## src/rtl/icache_pkg.sv

```systemverilog
// Shared sizes and FSM state type for the instruction-cache refill path.
package icache_pkg;

  localparam int ADDR_W_DEF = 64;
  localparam int INST_W_DEF = 32;
  localparam int CNT_W_DEF  = 32;

  // Byte offset inside one instruction word; the cache tag/index split uses it too.
  localparam int OFS_W = 2;

  typedef enum logic [2:0] {
    IDLE,
    REQ,
    WAIT,
    FILL,
    ERR
  } refill_state_e;

endpackage

```

## src/rtl/icache_refill_ctrl_if.sv

```systemverilog
// Fetch, cache-fill and instruction-memory signals of the refill controller.
interface icache_refill_ctrl_if
  import icache_pkg::*;
#(
  parameter int ADDR_W = ADDR_W_DEF,
  parameter int INST_W = INST_W_DEF,
  parameter int CNT_W  = CNT_W_DEF
) ();

  logic [ADDR_W-1:0] PcIn;
  logic              FetchValid;
  logic              CacheMissing;
  logic              FlushReq;
  logic              MemArValid;
  logic              MemArReady;
  logic [ADDR_W-1:0] MemArAddr;
  logic              MemRValid;
  logic              MemRReady;
  logic [INST_W-1:0] MemRData;
  logic              MemRErr;
  logic              FillValid;
  logic [ADDR_W-1:0] FillAddr;
  logic [INST_W-1:0] FillData;
  logic              FetchStall;
  logic              FetchErr;
  logic [CNT_W-1:0]  MissCount;

  modport master (
    input  PcIn, FetchValid, CacheMissing, FlushReq,
    input  MemArReady, MemRValid, MemRData, MemRErr,
    output MemArValid, MemArAddr, MemRReady,
    output FillValid, FillAddr, FillData,
    output FetchStall, FetchErr, MissCount
  );

  modport slave (
    output PcIn, FetchValid, CacheMissing, FlushReq,
    output MemArReady, MemRValid, MemRData, MemRErr,
    input  MemArValid, MemArAddr, MemRReady,
    input  FillValid, FillAddr, FillData,
    input  FetchStall, FetchErr, MissCount
  );

endinterface

```

## src/rtl/icache_miss_counter.sv

```systemverilog
// Saturating event counter used for the refill performance monitor.
module icache_miss_counter
  import icache_pkg::*;
#(
  parameter int CNT_W = CNT_W_DEF
) (
  input  logic             clk_i,
  input  logic             rst_i,
  input  logic             inc_i,
  output logic [CNT_W-1:0] count_o
);

  logic [CNT_W-1:0] count_q, count_d;

  always_comb begin
    count_d = count_q;
    if (inc_i && (count_q != '1)) begin
      count_d = count_q + CNT_W'(1);
    end
  end

  always_ff @(posedge clk_i) begin
    if (rst_i) begin
      count_q <= '0;
    end else begin
      count_q <= count_d;
    end
  end

  assign count_o = count_q;

endmodule

```

## src/rtl/icache_refill_ctrl.sv

```systemverilog
// Blocking single-word refill controller for the direct-mapped I-cache.
module icache_refill_ctrl
  import icache_pkg::*;
#(
  parameter int ADDR_W = ADDR_W_DEF,
  parameter int INST_W = INST_W_DEF,
  parameter int CNT_W  = CNT_W_DEF
) (
  input logic                  Clk,
  input logic                  Rst,
  icache_refill_ctrl_if.master bus
);

  refill_state_e     state_q, state_d;
  logic [ADDR_W-1:0] miss_addr_q, miss_addr_d;
  logic [ADDR_W-1:0] fill_addr_q, fill_addr_d;
  logic [INST_W-1:0] fill_data_q, fill_data_d;
  logic              cancel_q, cancel_d;
  logic              miss_inc;
  logic              miss_req;
  logic              unused_ofs;

  assign miss_req   = bus.FetchValid && bus.CacheMissing;
  assign unused_ofs = ^bus.PcIn[OFS_W-1:0];

  always_ff @(posedge Clk) begin
    if (Rst) begin
      state_q     <= IDLE;
      miss_addr_q <= '0;
      fill_addr_q <= '0;
      fill_data_q <= '0;
      cancel_q    <= 1'b0;
    end else begin
      state_q     <= state_d;
      miss_addr_q <= miss_addr_d;
      fill_addr_q <= fill_addr_d;
      fill_data_q <= fill_data_d;
      cancel_q    <= cancel_d;
    end
  end

  always_comb begin
    state_d     = state_q;
    miss_addr_d = miss_addr_q;
    fill_addr_d = fill_addr_q;
    fill_data_d = fill_data_q;
    cancel_d    = cancel_q;
    miss_inc    = 1'b0;
    unique case (state_q)
      IDLE: begin
        if (miss_req && !bus.FlushReq) begin
          miss_addr_d = {bus.PcIn[ADDR_W-1:OFS_W], {OFS_W{1'b0}}};
          cancel_d    = 1'b0;
          miss_inc    = 1'b1;
          state_d     = REQ;
        end
      end
      REQ: begin
        // The AR beat stays up after a flush; only its response is dropped.
        if (bus.FlushReq) cancel_d = 1'b1;
        if (bus.MemArReady) state_d = WAIT;
      end
      WAIT: begin
        if (bus.FlushReq) cancel_d = 1'b1;
        if (bus.MemRValid) begin
          if (cancel_q || bus.FlushReq) begin
            state_d = IDLE;
          end else if (bus.MemRErr) begin
            state_d = ERR;
          end else begin
            fill_addr_d = miss_addr_q;
            fill_data_d = bus.MemRData;
            state_d     = FILL;
          end
        end
      end
      FILL: state_d = IDLE;
      ERR: begin
        if (bus.FlushReq) state_d = IDLE;
      end
      default: state_d = IDLE;
    endcase
  end

  assign bus.MemArValid = (state_q == REQ);
  assign bus.MemArAddr  = miss_addr_q;
  assign bus.MemRReady  = (state_q == WAIT);
  assign bus.FillValid  = (state_q == FILL);
  assign bus.FillAddr   = fill_addr_q;
  assign bus.FillData   = fill_data_q;
  assign bus.FetchErr   = (state_q == ERR);
  assign bus.FetchStall = (state_q != IDLE) || miss_req;

  icache_miss_counter #(
    .CNT_W (CNT_W)
  ) u_miss_cnt (
    .clk_i   (Clk),
    .rst_i   (Rst),
    .inc_i   (miss_inc),
    .count_o (bus.MissCount)
  );

endmodule

```

## src/flat_wrapper.sv

```systemverilog
// flat-port wrapper written by rule: the top's interface ports become plain ports
module icache_refill_ctrl_flat import icache_pkg::*;
#(
  parameter int ADDR_W = ADDR_W_DEF,
  parameter int INST_W = INST_W_DEF,
  parameter int CNT_W  = CNT_W_DEF
)
  (Clk, Rst, bus_PcIn, bus_FetchValid, bus_CacheMissing, bus_FlushReq, bus_MemArReady, bus_MemRValid, bus_MemRData, bus_MemRErr, bus_MemArValid, bus_MemArAddr, bus_MemRReady, bus_FillValid, bus_FillAddr, bus_FillData, bus_FetchStall, bus_FetchErr, bus_MissCount);
  icache_refill_ctrl_if #(.ADDR_W(ADDR_W), .INST_W(INST_W), .CNT_W(CNT_W)) bus_i ();
  input logic Clk;
  input logic Rst;
  input wire logic [$bits(bus_i.PcIn)-1:0] bus_PcIn;
  input wire logic [$bits(bus_i.FetchValid)-1:0] bus_FetchValid;
  input wire logic [$bits(bus_i.CacheMissing)-1:0] bus_CacheMissing;
  input wire logic [$bits(bus_i.FlushReq)-1:0] bus_FlushReq;
  input wire logic [$bits(bus_i.MemArReady)-1:0] bus_MemArReady;
  input wire logic [$bits(bus_i.MemRValid)-1:0] bus_MemRValid;
  input wire logic [$bits(bus_i.MemRData)-1:0] bus_MemRData;
  input wire logic [$bits(bus_i.MemRErr)-1:0] bus_MemRErr;
  output wire logic [$bits(bus_i.MemArValid)-1:0] bus_MemArValid;
  output wire logic [$bits(bus_i.MemArAddr)-1:0] bus_MemArAddr;
  output wire logic [$bits(bus_i.MemRReady)-1:0] bus_MemRReady;
  output wire logic [$bits(bus_i.FillValid)-1:0] bus_FillValid;
  output wire logic [$bits(bus_i.FillAddr)-1:0] bus_FillAddr;
  output wire logic [$bits(bus_i.FillData)-1:0] bus_FillData;
  output wire logic [$bits(bus_i.FetchStall)-1:0] bus_FetchStall;
  output wire logic [$bits(bus_i.FetchErr)-1:0] bus_FetchErr;
  output wire logic [$bits(bus_i.MissCount)-1:0] bus_MissCount;
  assign bus_i.PcIn = bus_PcIn;
  assign bus_i.FetchValid = bus_FetchValid;
  assign bus_i.CacheMissing = bus_CacheMissing;
  assign bus_i.FlushReq = bus_FlushReq;
  assign bus_i.MemArReady = bus_MemArReady;
  assign bus_i.MemRValid = bus_MemRValid;
  assign bus_i.MemRData = bus_MemRData;
  assign bus_i.MemRErr = bus_MemRErr;
  assign bus_MemArValid = bus_i.MemArValid;
  assign bus_MemArAddr = bus_i.MemArAddr;
  assign bus_MemRReady = bus_i.MemRReady;
  assign bus_FillValid = bus_i.FillValid;
  assign bus_FillAddr = bus_i.FillAddr;
  assign bus_FillData = bus_i.FillData;
  assign bus_FetchStall = bus_i.FetchStall;
  assign bus_FetchErr = bus_i.FetchErr;
  assign bus_MissCount = bus_i.MissCount;
  icache_refill_ctrl #(.ADDR_W(ADDR_W), .INST_W(INST_W), .CNT_W(CNT_W)) u_core (.Clk(Clk), .Rst(Rst), .bus(bus_i));
endmodule
```

## config.mk

```make
export PLATFORM = sky130hd
export DESIGN_NAME = icache_refill_ctrl_flat
export DESIGN_NICKNAME = d
export VERILOG_FILES = /design/src/rtl/icache_pkg.sv /design/src/rtl/icache_refill_ctrl_if.sv /design/src/rtl/icache_miss_counter.sv /design/src/rtl/icache_refill_ctrl.sv /design/src/flat_wrapper.sv
export SDC_FILE = /design/constraint.sdc
export NUM_CORES = 1
export LEC_CHECK = 0
export BUFFER_PORTS_ARGS = -buffer_cell sky130_fd_sc_hd__buf_4
export CAP_MARGIN = 40
export CORE_MARGIN = 4
export CORE_UTILIZATION = 52
export CTS_CLUSTER_SIZE = 8
export DETAILED_ROUTE_END_ITERATION = 8
export PLACE_DENSITY_LB_ADDON = 0.1
export SLEW_MARGIN = 10
export SYNTH_ARGS = -nofsm -noshare
export SYNTH_HDL_FRONTEND = slang
export SYNTH_HIERARCHICAL = 1
export SYNTH_SLANG_ARGS = --single-unit
```

## constraint.sdc

```tcl
create_clock -name Clk -period 9.3 [get_ports Clk]
set_input_delay 0.465 -clock Clk [delete_from_list [all_inputs] [get_ports Clk]]
set_output_delay 0.465 -clock Clk [all_outputs]
set_load 0.02 [all_outputs]
```

# Word-level counts from Yosys, hierarchy flattened
# Index checks and enable logic that the tools add are counted.
[op_classes]
add_sub_neg = 1
bitwise_logic = 2
n_eq_ne = 10
n_mux = 12
n_reduce_logical = 14
[ops]
columns = ["cell", "count"]
rows = [
  ["32-bit by 1-bit adder with 32-bit output, second input constant", 1],
  ["32-bit != test, second input constant", 1],
  ["3-bit 2-to-1 mux", 6],
  ["3-bit one-hot mux with 4 select lines", 1],
  ["4-bit AND reduction", 2],
  ["3-bit by 2-bit == test with 1-bit output, second input constant", 2],
  ["2-bit != test, second input constant", 3],
  ["1-bit 2-to-1 mux", 4],
  ["2-bit by 1-bit != test with 1-bit output, second input constant", 2],
  ["3-bit by 1-bit == test with 1-bit output, second input constant", 1],
  ["3-bit == test, second input constant", 1],
  ["1-bit logical AND", 3],
  ["3-bit logical NOT", 1],
  ["3-bit AND reduction", 1],
  ["3-bit nonzero test", 1],
  ["1-bit logical OR", 2],
  ["1-bit NOT", 2],
  ["1-bit one-hot mux with 2 select lines", 1],
  ["2-bit AND reduction", 1],
  ["2-bit nonzero test", 1],
  ["2-bit OR reduction", 1],
  ["1-bit logical NOT", 1],
]
[totals]
regBits = 192
wordCells = 45
in_bits = 104

# Depth between registers and ports, before layout
# Gate-level depths: netlist of the first run.
[logic_depth]
ltp_word = 5
mapped_depth = 10

# Hierarchy
# Netlist of the first run, hierarchy kept.
[by_module_without_submodules]
columns = ["mod", "cells_each", "instances", "area_each_um2"]
rows = [
  ["icache_refill_ctrl", 720, 1, 5650.4],
  ["icache_miss_counter", 199, 1, 1674.1],
]

# Worst setup path before layout of the first run
# OpenSTA, ideal clock, no wires.
[synth_timing]
kind = "register -> register"
from = "register u_core.state_q[0]"
to = "register u_core.u_miss_cnt.count_q[31], in the netlist u_core/u_miss_cnt/count_o[31]"
path_stages_with_launch = 11
t_arrival_ns = 2.854
slack_ns = 6.325
path_buffers = 2
path_cell_list = "dfxtp_1 > or2_1 > or4_1 > buf_4 > clkinv_4 > buf_6 > nand4_1 > nor4_2 > nand4_1 > nor4_1 > mux2_2"
[synth_via]
elab_chain_len = 3
[synth_rtl]
columns = ["element", "line", "source"]
rows = [
  ["start: declaration", "icache_refill_ctrl.sv:14", "refill_state_e state_q, state_d;"],
  ["start signal: assignment", "icache_refill_ctrl.sv:34", "state_q <= state_d;"],
  ["3-bit logical NOT", "icache_refill_ctrl.sv:49", "unique case (state_q)"],
  ["1-bit 2-to-1 mux", "icache_refill_ctrl.sv:49", ""],
  ["via u_core.miss_inc", "icache_refill_ctrl.sv:19", "logic miss_inc;"],
  ["1-bit logical AND", "icache_miss_counter.sv:17", "if (inc_i && (count_q != '1)) begin"],
  ["end signal: assignment", "icache_miss_counter.sv:26", "count_q <= count_d;"],
  ["end: declaration", "icache_miss_counter.sv:13", "logic [CNT_W-1:0] count_q, count_d;"],
]
# The timed path passes the listed nets, and every way through them passes these cells.
# A chain may end at the register's enable or synchronous reset.

# Worst setup path after layout of the first run
[layout_timing]
from = "register u_core.state_q[0]"
to = "register u_core.u_miss_cnt.count_q[31], in the netlist u_core/u_miss_cnt/count_o[31]"
[layout_via]
elab_chain_len = 3
[layout_rtl]
columns = ["element", "line"]
rows = [
  ["3-bit logical NOT", "icache_refill_ctrl.sv:49"],
  ["1-bit 2-to-1 mux", "icache_refill_ctrl.sv:49"],
  ["1-bit logical AND", "icache_miss_counter.sv:17"],
]
# No other way between the ends.

==> impl_summary.md, run 1 <==
Outcome
The run finished with clean final reports.

Route
The routed length per placed instance is around 16 um. After detailed routing, the total wire length is roughly 21000 um. The DRC marker count from the first detailed-route iteration is 568. For this run, the detailed router's first-pass iteration total came to 5. Summing over every cut layer, the via total after detailed routing is just over 7000. In the routed layout, each cell is associated on average with a via count of approximately 5.3. The count of antenna-violating nets left after detailed routing is 0. After detailed routing, the number of remaining DRC violations is 0.

Yosys
Synthesis produced 919 cells. The distinct cell type count after synthesis is 47. The number of enable-type register cells in the synthesized netlist is 0. The dominant synthesized flop cell is sky130_fd_sc_hd__dfxtp_1. The total number of yosys warnings is 6. The flop and latch count out of synthesis is 192.

The post-synthesis async set-or-reset flop share is 0%. A synthesized cell averages 7.970 um2. For this run, the register share of the synthesized area comes to 52.48%. The synthesized area is 0.007325 mm2.

Cells and area
The synthesis-to-layout area growth is 38.88%. After filler insertion, the fill cell instance count of the layout stands at 1116. The total number of nets in the final design is 1280. Registers take 0.003844 mm2.

For this run, the share of the core covered by cells in the final layout is 73.57%. In the layout the commonest cells are sky130_fd_sc_hd__nand2_1 (324), sky130_fd_sc_hd__buf_4 (298), sky130_fd_sc_hd__dfxtp_1 (192), sky130_fd_sc_hd__a21oi_1 (180), sky130_fd_sc_hd__nor2_1 (18). The diode insertion count for antenna repair is 0. The area of the multi-input gates is 0.003139 mm2. Of the cells placed in the final design, the portion with a size suffix greater than 1 is 29.21%. Leaving out fill and tap cells, the most frequent cell in the layout is sky130_fd_sc_hd__nand2_1.

Setup path
The source of the critical timing path is u_core/state_q[0]. The critical path required time is roughly 9.6 ns. By instance count, the cell type seen most on the critical path is sky130_fd_sc_hd__nand4_1. Data arrives at the worst endpoint at 4.48 ns. The element type at the critical path start is a register.

The number of buffers and inverters on the critical path is 2. The slowest stage of the critical path belongs to the cell sky130_fd_sc_hd__nor4_2. Walking the worst path, the cells encountered are or2_1 > or4_2 > buf_4 > clkinv_4 > nand4_1 > nor4_2 > nand4_1 > nor4_1 > mux2_2.

For this run, the slowest stage of the critical path takes between 0.6 and 0.7 ns. The cell family contributing the most delay on the critical path is simple AND/OR/NAND/NOR gates. The maximum fanout encountered on the critical timing path is 66. The startpoint of the worst register-to-register path is u_core/state_q[0]. The path type of the worst setup path is reg -> reg. STA classifies the critical path endpoint as a register.

STA
The count of final max-slew check failures is 0. The clock period could shrink to about 4.2 ns. In the finished design, the share of the clock period the worst path needs comes to 44.78%. The worst slack on hold paths is 0.2812 ns.

Setup repair after global routing left no endpoint under its margin. Derived from the worst setup path, the maximum achievable clock frequency is roughly 240 MHz. The number of hold violations in the final report is 0. The transition time at the pin with the least slew margin is 0.7566 ns. The setup skew after layout is 0.007988 ns. The final setup violation count is 0. The final setup TNS is 0 ns. Measured against its own limit, the worst slew margin works out to 49.56%.

Clocking
The clock passes through at most 2 buffers. Counting the buffers created by CTS gives 17. For the worst-skew pair, the clock arrives at the later sink with an insertion delay of between 0.4 and 0.5 ns.

The number of sinks on the clock net is 192. The post-CTS resize count is 0. The H-tree was split into 4 levels. The clock tree from TritonCTS is built. The number of setup buffers added after CTS is 0.

The number of buffers added to fix hold violations after cts is 0. The post-CTS clock slew at the launch and capture registers of the worst setup and hold paths is 0.07 ns. The tree is rooted in a sky130_fd_sc_hd__clkbuf_16.

Floorplan
The total die area is 0.01605 mm2. The I/O pin count is 301. The count of standard-cell rows is 43. The die is 126.7 um wide. The area of the placeable core is roughly 0.014 mm2. The initial core utilization is 52.97%.

In this run the vertical extent of the chip is around 130 um.

Worst hold path
The worst hold path begins at bus_PcIn[35]. The path type of the worst min-delay path is in -> reg.

Global route
The maximum number of pins on one net before global-route repair is 101. The total congestion overflow after global routing is 0. The initial antenna violation count is 0. For this run, the total global-route usage over all layers was measured as 25.70%. The number of global-route vias before repair is 6531. The first global-routing pass estimated 33380 um of wire.

Power and ir drop
The leakage power is 4.048 nW. For this design the ratio of total power to cell area is between 150 and 200 mW/mm2. VDD sags by at most 0.1420 mV. Total power for the finished layout comes to 0.001729 W.

Place
Port buffering added 294 buffers. The half-perimeter wire length after detailed placement is around 14000 um. The congestion estimate from routability-driven global placement came to approximately 0.79.

Flow run
The number of max-cap violations is 0.
==> registers in the layout (all words and copies together), names as in the netlist <==
register / count
u_core/state_q: 3
u_core/cancel_q: 1
u_core/bus.MemArAddr: 62
u_core/bus.FillAddr: 62
u_core/u_miss_cnt/count_o: 32
u_core/bus.FillData: 32
==> per-stage QoR <==
| step | cell area, um2 | std cells | setup WS [ns] |
|---|---|---|---|
| after global routing | 10170 | 1368 | 4.893 |
| final | 10170 | 1368 | 5.135 |
| after global placement | 9477 | 1332 | 5.199 |
| after CTS | 10170 | 1368 | 5.176 |
| after floorplan | 7336 | 922 | 6.325 |
| after detailed placement | 9567 | 1336 | 5.134 |
==> cell usage after synthesis, types with 2 or more instances <==
library cell | instances | area share [%]
sky130_fd_sc_hd__a2111oi_0 | 2 | 0.24
sky130_fd_sc_hd__a211oi_1 | 2 | 0.20
sky130_fd_sc_hd__a21o_1 | 2 | 0.20
sky130_fd_sc_hd__a21oi_1 | 180 | 12
sky130_fd_sc_hd__a31o_2 | 2 | 0.24
sky130_fd_sc_hd__a31oi_1 | 3 | 0.26
sky130_fd_sc_hd__and3_1 | 5 | 0.43
sky130_fd_sc_hd__and4_1 | 5 | 0.60
sky130_fd_sc_hd__buf_1 | 8 | 0.41
sky130_fd_sc_hd__buf_2 | 13 | 0.89
sky130_fd_sc_hd__buf_4 | 5 | 0.51
sky130_fd_sc_hd__buf_6 | 6 | 0.92
sky130_fd_sc_hd__clkbuf_1 | 36 | 1.8
sky130_fd_sc_hd__dfxtp_1 | 192 | 52
sky130_fd_sc_hd__inv_1 | 5 | 0.26
sky130_fd_sc_hd__nand2_1 | 324 | 17
sky130_fd_sc_hd__nand3_1 | 15 | 1.0
sky130_fd_sc_hd__nand4_1 | 12 | 1.0
sky130_fd_sc_hd__nor2_1 | 18 | 0.92
sky130_fd_sc_hd__nor2b_1 | 2 | 0.17
sky130_fd_sc_hd__nor3_1 | 5 | 0.34
sky130_fd_sc_hd__nor3b_1 | 2 | 0.20
sky130_fd_sc_hd__nor4_1 | 4 | 0.34
sky130_fd_sc_hd__o21ai_0 | 8 | 0.55
sky130_fd_sc_hd__o31ai_1 | 13 | 1.3
sky130_fd_sc_hd__or2_2 | 2 | 0.17
sky130_fd_sc_hd__or3_1 | 10 | 0.85
sky130_fd_sc_hd__or4_1 | 13 | 1.3
sky130_fd_sc_hd__xnor2_1 | 6 | 0.72
sky130_fd_sc_hd__xor2_1 | 2 | 0.24
==> path summary, 6_finish.rpt <==
kind                                                       to  slack, ns  cells after the start
worst max-delay path            u_core/u_miss_cnt/count_o[31]       5.14                      9
worst min-delay path                 u_core/bus.MemArAddr[35]       0.28                      3
worst min register to register        u_core/bus.FillAddr[24]       0.45                      2
worst max register to register  u_core/u_miss_cnt/count_o[31]       5.14                      9
==> per-layer routing <==
metal,GRT usage (%),up-vias,share of wire [%]
li1,-,3589,-
met1,30.72,3291,39
met2,42.65,285,49
met3,9.474,36,9.6
met4,9.085,0,2.4
met5,0,-,0
==> logic make-up (layout without fill, tap and decap cells) <==
logic type	Yosys count	after routing	share of synthesized area, %
muxes	3	3	0.4441
buffers and inverters	74	340	4.954
xor gates and xnor gates	8	8	0.9566
other	1	4	0.05120
adders and majority gates	1	1	0.1708
AOI/OAI and AO/OA	214	214	15.82
DFF	192	192	52.48
and+or+nand+nor	426	426	25.13
==> worst reg2reg max path, stage by stage (launching register included) <==
cell,delay [ns]
sky130_fd_sc_hd__dfxtp_1,0.37
sky130_fd_sc_hd__or2_1,0.25
sky130_fd_sc_hd__or4_2,0.61
sky130_fd_sc_hd__buf_4,0.36
sky130_fd_sc_hd__clkinv_4,0.54
sky130_fd_sc_hd__nand4_1,0.48
sky130_fd_sc_hd__nor4_2,0.63
sky130_fd_sc_hd__nand4_1,0.15
sky130_fd_sc_hd__nor4_1,0.29
sky130_fd_sc_hd__mux2_2,0.38
==> power by group <==
| part | switching, W | internal (W) |
|---|---|---|
| registers | 0.0000119 | 0.000836 |
| logic | 0.0000770 | 0.0000610 |
| clock network | 0.000312 | 0.000431 |
| total | 0.000401 | 0.00133 |
==> layout make-up <==
type,instances,share of cell area (%)
tap,180,2.214
inverter,6,0.2706
clock inverter,13,1.599
timing repair buffer,302,22.92
clock buffer,19,4.354
multi-input combinational,656,30.86
sequential,192,37.79
No activity file was read; power rests on OpenSTA's default activity.
==> inputs of run 2 (changes only) <==
Settings changed: CORE_UTILIZATION 52 to 48.
Clock period 9.3 ns to 3.9 ns, I/O delays scaled along.
==> run 2 against run 1 <==
Setup slack lost 4.5 ns; flip-flop and latch count is the same; first-iteration DRC count shrank 0.35%; clock skew is essentially flat; non-clock buffer count grew 52; highest routed layer unchanged; combinational power grew to 2.7 times the previous value; sequential power grew 140%; power grew 140%; largest cell class unchanged; sequential share of layout area shrank 1.7 points; critical path depth shrank 1; clock-buffer cell count grew 2; die area grew 7.8%.
==> impl_summary.md, run 2 (synthesis gave the netlist of run 1 again) <==
Floorplan
The vertical die dimension is 131.5 um. The I/O pin count is approximately 300. The die width is about 130 um. The initial core utilization is slightly below 50%.

The floorplan has 44 rows. The area of the placeable core is ~0.015 mm2. The die covers approximately 0.017 mm2.

Clocking
The number of H-tree levels is 4. The post-CTS resize count is 0. The clock root buffer is sky130_fd_sc_hd__clkbuf_16. For the worst-skew pair, the clock arrives at the later sink with an insertion delay of 0.43 ns. TritonCTS created 17 clock buffers. The number of buffers added to fix hold violations after cts is between 50 and 60.

The clock tree from TritonCTS is built. The number of buffers on the longest clock path is 2. Clock-pin slew was measured on the worst setup and hold paths at 0.07 ns. The number of setup buffers added after CTS is 0. The number of sinks on the clock net is 192.

Cells and area
The total of fill cells in the finished design is 1227. After routing the design area is 0.01065 mm2. Of the cells placed in the final design, the portion with a size suffix greater than 1 is 27.90%. The commonest non-fill, non-tap cell in the layout is sky130_fd_sc_hd__nand2_1. The total number of nets in the final design is 1332. The synthesis-to-layout area growth is 45.46%. The library cells used most frequently in the layout, excluding fill and tap cells, are sky130_fd_sc_hd__nand2_1 (324), sky130_fd_sc_hd__buf_4 (300), sky130_fd_sc_hd__dfxtp_1 (192), sky130_fd_sc_hd__a21oi_1 (180), sky130_fd_sc_hd__dlygate4sd3_1 (51).

Route
The count of antenna-violating nets left after detailed routing is 0. The remaining routing DRC violations is 0. The via-per-instance ratio is 5.239. The routed wire length is 23020 um. The detailed router placed between 7000 and 8000 vias in this run.

The first TritonRoute pass finished after 5 iterations. The DRC marker count from the first detailed-route iteration is approximately 570. Dividing the detail-routed wire length by the instance count gives 16.14 um.

Setup path
The critical path required time is 4.22 ns. The worst setup path is captured at a register. The worst setup path is launched from a register. Along the worst path, the maximum fanout reaches 10. The path type of the worst setup path is reg -> reg. For the worst setup path, the data arrival time is 3.63 ns.

Place
The post-place setup slack is 0.6279 ns. The count of input and output buffers is 294. The congestion estimate from routability-driven global placement came to 0.7858. Summing all placed instances gives a cell area of 0.009559 mm2. Detailed placement finished with a half-perimeter wire length of 14860 um.

STA
After layout, the worst path uses 84.88% of the clock period. The transition time at the pin with the least slew margin is 0.7783 ns. The number of hold violations in the final report was 0. The worst-case setup margin in the final layout is 0.5896 ns. Hold timing on the final database bottoms out at a slack of 0.01633 ns. The count of final max-slew check failures is 0. The time the final worst path needs with I/O delays and setup is 3.310 ns. For the final database, setup skew stands at roughly 0.0079 ns. The worst slew margin relative to its limit is 47.72%.

The final setup violation count is 0. The final setup TNS is 0 ns. The maximum clock rate is 302.1 MHz.

Setup repair after global routing left no endpoint under its margin.

Power and ir drop
The clock share of power is between 40% and 50%. In this run the power density over the cells is a little under 400 mW/mm2. Cell internal power was estimated by the tool at 0.003142 W.

The overall power of the completed layout is 0.004127 W. Combinational cells account for between 9 and 10% of the total power. In this run switching power makes up 23.88% of total power. Summed over all cells, the static leakage comes to 4.245 nW. The worst-case vdd ir drop is 0.3075 mV. Sequential cells account for 49.0% of the total power. Summed over all nets, the switching power comes to 0.0009855 W.

Global route
The total congestion overflow after global routing is 0. For this run, the total global-route usage over all layers was measured as 25.79%. The number of global-route vias before repair was 6933.

The initial antenna violation count is 2. Entering global routing, the biggest net connects 75 pins. The first-pass GRT wire length is roughly 37000 um.

Worst hold path
The path type of the worst min-delay path is in -> reg.

Outcome
The run finished with clean final reports.

Flow run
The number of max-cap violations is 0.
run 2: worst paths after layout:
path	start	end	slack, ns	depth (start not counted)
setup / recovery	u_core/state_q[0]	u_core/u_miss_cnt/count_o[31]	0.59	8
hold / removal	bus_MemRData[4]	u_core/bus.FillData[4]	0.02	3
setup reg to reg	u_core/state_q[0]	u_core/u_miss_cnt/count_o[31]	0.59	8
hold reg to reg	u_core/bus.FillAddr[53]	u_core/bus.FillAddr[53]	0.45	2
run 2: power groups by stage:
stage | Sequential, W | Combinational, W | Clock [W]
3_5_place_dp | 0.00207 | 0.000332 | 0
5_1_grt | 0.00203 | 0.000406 | 0.00184
3_3_place_gp | 0.00207 | 0.000327 | 0
6_report | 0.00202 | 0.000377 | 0.00173
4_1_cts | 0.00202 | 0.000376 | 0.00175
2_1_floorplan | 0.00210 | 0.000137 | 0
run 2: layout make-up:
| type | count | area, um2 | share of cell area [%] |
|---|---|---|---|
| clock inverters | 11 | 128.9 | 1.210 |
| clock buffers | 21 | 450.4 | 4.228 |
| flip-flops and latches | 192 | 3844 | 36.08 |
| inverters | 6 | 27.53 | 0.2584 |
| multi-input cells | 656 | 3139 | 29.47 |
| well taps | 184 | 230.2 | 2.161 |
| repair buffers | 354 | 2829 | 26.55 |
| diodes | 2 | 5.005 | 0.04698 |
run 2: per-stage QoR:
stage	std cells	utilization, %
global placement	1339	64.42
global route	1426	72.21
finish	1426	72.21
CTS	1424	72.18
floorplan	922	-
detailed placement	1341	64.79
run 2: critical path, cell delays in order (launching register included):
cell and delay, ns:
sky130_fd_sc_hd__dfxtp_1 0.38, sky130_fd_sc_hd__or2_1 0.27, sky130_fd_sc_hd__or4_2 0.68, sky130_fd_sc_hd__clkinv_4 0.09, sky130_fd_sc_hd__nand4_1 0.35, sky130_fd_sc_hd__nor4_2 0.64, sky130_fd_sc_hd__nand4_1 0.16, sky130_fd_sc_hd__nor4_1 0.28
sky130_fd_sc_hd__mux2_2 0.36
run 2: per-layer routing:
layer | up-vias | wire length (um) | global-route usage [%]
met5 | - | 0 | 0
met4 | 0 | 782 | 12.19
met2 | 310 | 11050 | 42.01
met1 | 3415 | 9267 | 31.32
li1 | 3697 | - | -
met3 | 49 | 1917 | 7.798
